File: src/rtl/axil_xbar_pkg.sv
// axil_xbar_pkg: response codes and FSM state encoding shared by the crossbar response paths
package axil_xbar_pkg;

    localparam logic [1:0] RESP_OKAY   = 2'b00;
    localparam logic [1:0] RESP_SLVERR = 2'b10;
    localparam logic [1:0] RESP_DECERR = 2'b11;

    typedef enum logic [1:0] {
        ST_IDLE   = 2'd0,
        ST_FWD    = 2'd1,
        ST_DECERR = 2'd2,
        ST_FLUSH  = 2'd3
    } xbar_state_e;

endpackage

File: src/rtl/axil_crossbar_rd_resp.sv
// axil_crossbar_rd_resp: per-slave R return path; forwards one beat from the selected master or synthesizes DECERR (optional watchdog: AXIL_RESP_TIMEOUT_EN)
module axil_crossbar_rd_resp
    import axil_xbar_pkg::*;
#(
    parameter int M_COUNT    = 4,
    parameter int DATA_WIDTH = 32,
    parameter int TIMEOUT    = 1024,
    localparam int CL_M      = (M_COUNT > 1) ? $clog2(M_COUNT) : 1
) (
    input  logic                          clk,
    input  logic                          rst_n,
    input  logic [CL_M-1:0]               s_rc_select,
    input  logic                          s_rc_decerr,
    input  logic                          s_rc_valid,
    output logic                          s_rc_ready,
    input  logic [M_COUNT*DATA_WIDTH-1:0] m_axil_rdata,
    input  logic [M_COUNT*2-1:0]          m_axil_rresp,
    input  logic [M_COUNT-1:0]            m_axil_rvalid,
    output logic [M_COUNT-1:0]            m_axil_rready,
    output logic [DATA_WIDTH-1:0]         s_axil_rdata,
    output logic [1:0]                    s_axil_rresp,
    output logic                          s_axil_rvalid,
    input  logic                          s_axil_rready,
    output logic                          timeout_flag
);

    if (M_COUNT < 1) begin : g_bad_m_count
        $error("M_COUNT must be at least 1");
    end
    if (TIMEOUT < 1) begin : g_bad_timeout
        $error("TIMEOUT must be at least 1");
    end

    xbar_state_e             r_state, w_next;
    logic [CL_M-1:0]         r_sel;
    logic [DATA_WIDTH-1:0]   r_rdata, w_data, w_ld_data;
    logic [1:0]              r_rresp, w_resp, w_ld_resp;
    logic                    r_rvalid, w_load, w_free, w_beat;
    logic [M_COUNT-1:0]      w_hit, w_rready;

    assign w_free        = !r_rvalid || s_axil_rready;
    assign w_beat        = |(m_axil_rvalid & w_hit);
    assign s_rc_ready    = r_state == ST_IDLE;
    assign m_axil_rready = w_rready;
    assign s_axil_rdata  = r_rdata;
    assign s_axil_rresp  = r_rresp;
    assign s_axil_rvalid = r_rvalid;

    // one-hot decode of the latched select and mux of that master's R payload
    always_comb begin
        w_hit  = '0;
        w_data = '0;
        w_resp = '0;
        for (int i = 0; i < M_COUNT; i++) begin
            w_hit[i] = r_sel == CL_M'(i);
            w_data   = w_hit[i] ? m_axil_rdata[i*DATA_WIDTH +: DATA_WIDTH] : w_data;
            w_resp   = w_hit[i] ? m_axil_rresp[i*2 +: 2] : w_resp;
        end
    end

`ifdef AXIL_RESP_TIMEOUT_EN
    localparam int CW = $clog2(TIMEOUT + 1);
    localparam logic [CW-1:0] LIM = CW'(TIMEOUT - 1);
    logic [CW-1:0] r_cnt;
    logic          r_flag, w_to, w_expired;

    assign w_expired    = r_cnt == LIM;
    assign timeout_flag = r_flag;

    // watchdog: counts FWD cycles without a beat, saturating at the limit; sticky flag on expiry
    always_ff @(posedge clk or negedge rst_n) begin
        if (!rst_n) begin
            r_cnt  <= '0;
            r_flag <= 1'b0;
        end else begin
            r_cnt  <= (r_state != ST_FWD) ? '0 : w_expired ? r_cnt : r_cnt + 1'b1;
            r_flag <= r_flag | w_to;
        end
    end
`else
    assign timeout_flag = 1'b0;
`endif

    // next-state, master ready and output-register load decisions
    always_comb begin
        w_next    = r_state;
        w_load    = 1'b0;
        w_ld_data = '0;
        w_ld_resp = RESP_DECERR;
        w_rready  = '0;
`ifdef AXIL_RESP_TIMEOUT_EN
        w_to      = 1'b0;
`endif
        case (r_state)
            ST_IDLE: w_next = s_rc_valid ? (s_rc_decerr ? ST_DECERR : ST_FWD) : ST_IDLE;
            ST_FWD: begin
                w_rready = w_hit & {M_COUNT{w_free}};
                if (w_beat && w_free) begin
                    w_load    = 1'b1;
                    w_ld_data = w_data;
                    w_ld_resp = w_resp;
                    w_next    = ST_IDLE;
                end
`ifdef AXIL_RESP_TIMEOUT_EN
                else if (w_expired && w_free) begin
                    w_load    = 1'b1;
                    w_ld_resp = RESP_SLVERR;
                    w_to      = 1'b1;
                    w_next    = ST_FLUSH;
                end
`endif
            end
            ST_DECERR: begin
                w_load = w_free;
                w_next = w_free ? ST_IDLE : ST_DECERR;
            end
`ifdef AXIL_RESP_TIMEOUT_EN
            ST_FLUSH: begin
                w_rready = w_hit;
                w_next   = w_beat ? ST_IDLE : ST_FLUSH;
            end
`endif
            default: w_next = ST_IDLE;
        endcase
    end

    // state, latched select and the slave-side output register
    always_ff @(posedge clk or negedge rst_n) begin
        if (!rst_n) begin
            r_state  <= ST_IDLE;
            r_sel    <= '0;
            r_rdata  <= '0;
            r_rresp  <= '0;
            r_rvalid <= 1'b0;
        end else begin
            r_state  <= w_next;
            r_sel    <= (r_state == ST_IDLE && s_rc_valid) ? s_rc_select : r_sel;
            r_rdata  <= w_load ? w_ld_data : r_rdata;
            r_rresp  <= w_load ? w_ld_resp : r_rresp;
            r_rvalid <= w_load || (r_rvalid && !s_axil_rready);
        end
    end

endmodule

File: config.mk
export PLATFORM = sky130hd
export DESIGN_NAME = axil_crossbar_rd_resp
export DESIGN_NICKNAME = d
export VERILOG_FILES = /design/src/rtl/axil_xbar_pkg.sv /design/src/rtl/axil_crossbar_rd_resp.sv
export SDC_FILE = /design/constraint.sdc
export NUM_CORES = 1
export LEC_CHECK = 0
export ABC_AREA = 0
export CAP_MARGIN = 20
export CORE_ASPECT_RATIO = 0.8
export CORE_MARGIN = 3
export CORE_UTILIZATION = 38
export CTS_CLUSTER_SIZE = 40
export DETAILED_ROUTE_END_ITERATION = 12
export PLACE_DENSITY_LB_ADDON = 0.3
export SLEW_MARGIN = 10
export SYNTH_ARGS = -nofsm -noshare
export SYNTH_HDL_FRONTEND = slang
export SYNTH_SLANG_ARGS = --single-unit
File: constraint.sdc
create_clock -name clk -period 2.61 [get_ports clk]
set_input_delay 0.261 -clock clk [delete_from_list [all_inputs] [get_ports clk]]
set_output_delay 0.261 -clock clk [all_outputs]
set_load 0.02 [all_outputs]
==> out/qor.txt <==
Clock share of power: 12.6%
1st-pass router iterations: 4
Vias in the first global route: 2674
Longest Clk Path Bufs: 2
Total CTS buffers: 5
First-iteration detailed-routing DRC count: 35
GRT Total Usage: 21.4%
Layout Skew: 8.26 ps
Ant diodes: 0
Die height: 81.2 um
Hold_ws: 91.9 ps
Nets@finish: 550
Sink Count: 39
Synthesized cell area: 0.00269 mm2
Total grt overflow: 0
IO Port Bufs: 186
Tightest Hold Check Type: input pin to async pin
CTS H-Tree Depth: 2
Max frequency: 442 MHz
Static Leak: 2.14 nW
Synth Instances: 218
WS Path Type: flop to output pin
Wire per inst: 17.9 um
Yosys warns: 0
I/O pin count: 188
Routed vias/inst: 5.19
Initial antenna violation count: 0
WL final: 8.69 mm
Initial Util: 40.7%
Largest family of logic cells by synthesized area: multiplexers
Combinational cell fraction of total power: 58.1%
Final hold violation count: 0
Post-cts repair resize count: 0
Yosys reg bits: 39
Worst setup EP type: output pin
Core area: 0.00660 mm2
Util after Layout: 71.3%
Die W: 100 um
XOR/XNOR Fraction of Synth Area: 0%
CP Max Fanout: 5
CTS tree: done
ANT nets after route: 0
Area grow syn2layout: 75.2%
Post-synthesis mux area share: 43.7%
Via count: 2519
Latest clock arrival within the worst-skew pair: 290 ps
Switching Fraction: 36.5%
Compound-cell area share of the yosys netlist: 7.13%
Setup violators final: 0
PwrDens: 697 mW/mm2
Peak supply drop: 0.000315 V
Inst Count DP: 477
RSZ-0062 raised after global routing: no
Final HPWL DP: 6.91 mm
Post-Syn Nets: 368
Fin cells: 485
First-pass GRT wire length: 13.5 mm
Full die area: 0.00812 mm2
Avg Inst Size Synth: 12.3 um2
Post-Layout Inst Area: 0.00471 mm2
GPL Wtd Cong: 0.792
Clk root buf: clkbuf_8
Clock-pin slew on the worst setup and hold paths: 80 ps
Setup TNS: 0 ps
Worst Path Required: 2350 ps
Seq/Total Area, Yosys: 36.3%
Simple-gate share of the synthesized area: 2.93%
Final Cycle Share: 86.7%
Minimum clock period after layout: 2260 ps
Synth Area in Adders: 1.40%
Max Slew Vio Count: 0
Startpoint types: flop
Dpl cell area: 0.00462 mm2
Synth cell types: 24
Seq pwr share: 29.3%
Slew margin rel.: 41.4%
Internal power: 2.08 mW
Hold-fix buffers at CTS: 0
Post-CTS Setup Bufs: 0
Least-Margin Pin Slew: 879 ps
Layout cells sized above 1: 14.7%
Max Cap Viol: 0
Status: finished, final reports clean
Sw Pwr: 1.20 mW
FP Rows: 26
Largest net degree at the start of global routing: 40
DRC viols: 0
Worst EP arrival: 2000 ps
worst max-delay path: stages (launching register included):
cell and delay, ps:
dfrtp_1 390, inv_1 110, ha_1 270, nand2_1 120, nor3b_1 210, clkdlybuf4s50_1 630
layout by cell type (no fill, tap or decap), drive strengths merged:
master / count
inv: 34
mux4: 35
nor3b: 2
a32oi: 1
mux2: 5
o21bai: 2
clkdlybuf4s50: 185
clkinv: 1
ha: 3
mux2i: 33
nand4: 1
nand2b: 1
nor3: 1
a21boi: 1
nand3: 2
clkbuf: 7
nand2: 3
dfrtp: 39
and4: 1
nor2b: 1
o21ai: 32
conb: 1
nor2: 1
buf: 9
per-stage QoR:
| step | setup WS, ps | power [mW] |
|---|---|---|
| floorplan | 914 | 2.01 |
| global placement | 470 | 2.84 |
| detailed placement | 441 | 2.90 |
| CTS | 345 | 3.32 |
| global route | 218 | 3.50 |
| finish | 346 | 3.28 |
power by group through the flow:
| stage | combinational (mW) | clock (mW) | sequential [mW] |
|---|---|---|---|
| final | 1.91 | 0.413 | 0.961 |
| after global routing | 2.05 | 0.459 | 0.992 |
| after CTS | 1.93 | 0.428 | 0.961 |
| after detailed placement | 1.93 | 0 | 0.971 |
| after global placement | 1.88 | 0 | 0.955 |
| after floorplan | 0.784 | 0 | 1.22 |
worst paths after layout:
path	start	to	slack [ps]	depth (start not counted)
worst max-delay path	r_state[1]$_DFFE_PN0P_	m_axil_rready[1]	350	5
worst min-delay path	rst_n	s_axil_rvalid$_DFF_PN0_	90	1
worst min register to register	s_axil_rdata[21]$_DFFE_PN0P_	s_axil_rdata[21]$_DFFE_PN0P_	540	2
worst max register to register	r_state[0]$_DFFE_PN0P_	s_axil_rdata[30]$_DFFE_PN0P_	690	6
max in group asynchronous	rst_n	r_sel[0]$_DFFE_PN0P_	1920	1
min in group clk	s_axil_rdata[21]$_DFFE_PN0P_	s_axil_rdata[21]$_DFFE_PN0P_	540	2
Yosys cell counts, drive strengths merged:
master   n  area, um2
o21bai   2       15.0
nor3     1       5.00
nor3b    2       15.0
nand4    1       12.5
inv     34        128
nand2    3       11.3
mux4    35        788
nand2b   1       6.26
a32oi    1       8.76
nor2b    1       6.26
o21ai   32        160
mux2i   33        330
ha       3       37.5
nand3    2       10.0
a21boi   1       7.51
mux2     5       56.3
and4     1       8.76
clkbuf   9       33.8
conb     1       3.75
dfrtp   39        976
buf     10       62.6
nor2     1       3.75
cells by family (layout without fill, tap and decap cells):
logic type | after synthesis | after routing
muxes | 73 | 73
buffers and inverters | 53 | 236
DFF | 39 | 39
AOI/OAI and AO/OA | 36 | 36
and+or+nand+nor | 13 | 13
adders and majority gates | 3 | 3
other | 1 | 1
state kept, by name, summed over array words and instances, names as in the netlist:
register	count
r_sel	2
r_state	2
s_axil_rdata	32
s_axil_rresp	2
s_axil_rvalid	1
layout make-up:
class	count	area [um2]
clock buffers	7	86.3
clock inverters	1	5.00
fillers	521	1900
inverters	34	128
multi-input cells	126	1490
flip-flops and latches	39	977
well taps	84	105
repair buffers	194	1920
metal layers:
metal / vias up / track usage (%) / routed length (um)
li1: 1161 / - / -
met1: 1234 / 24.3 / 3270
met2: 118 / 39.5 / 4490
met3: 6 / 7.21 / 854
met4: 0 / 4.58 / 78
met5: - / 0 / 0
Power figures use the tool's default switching activity.
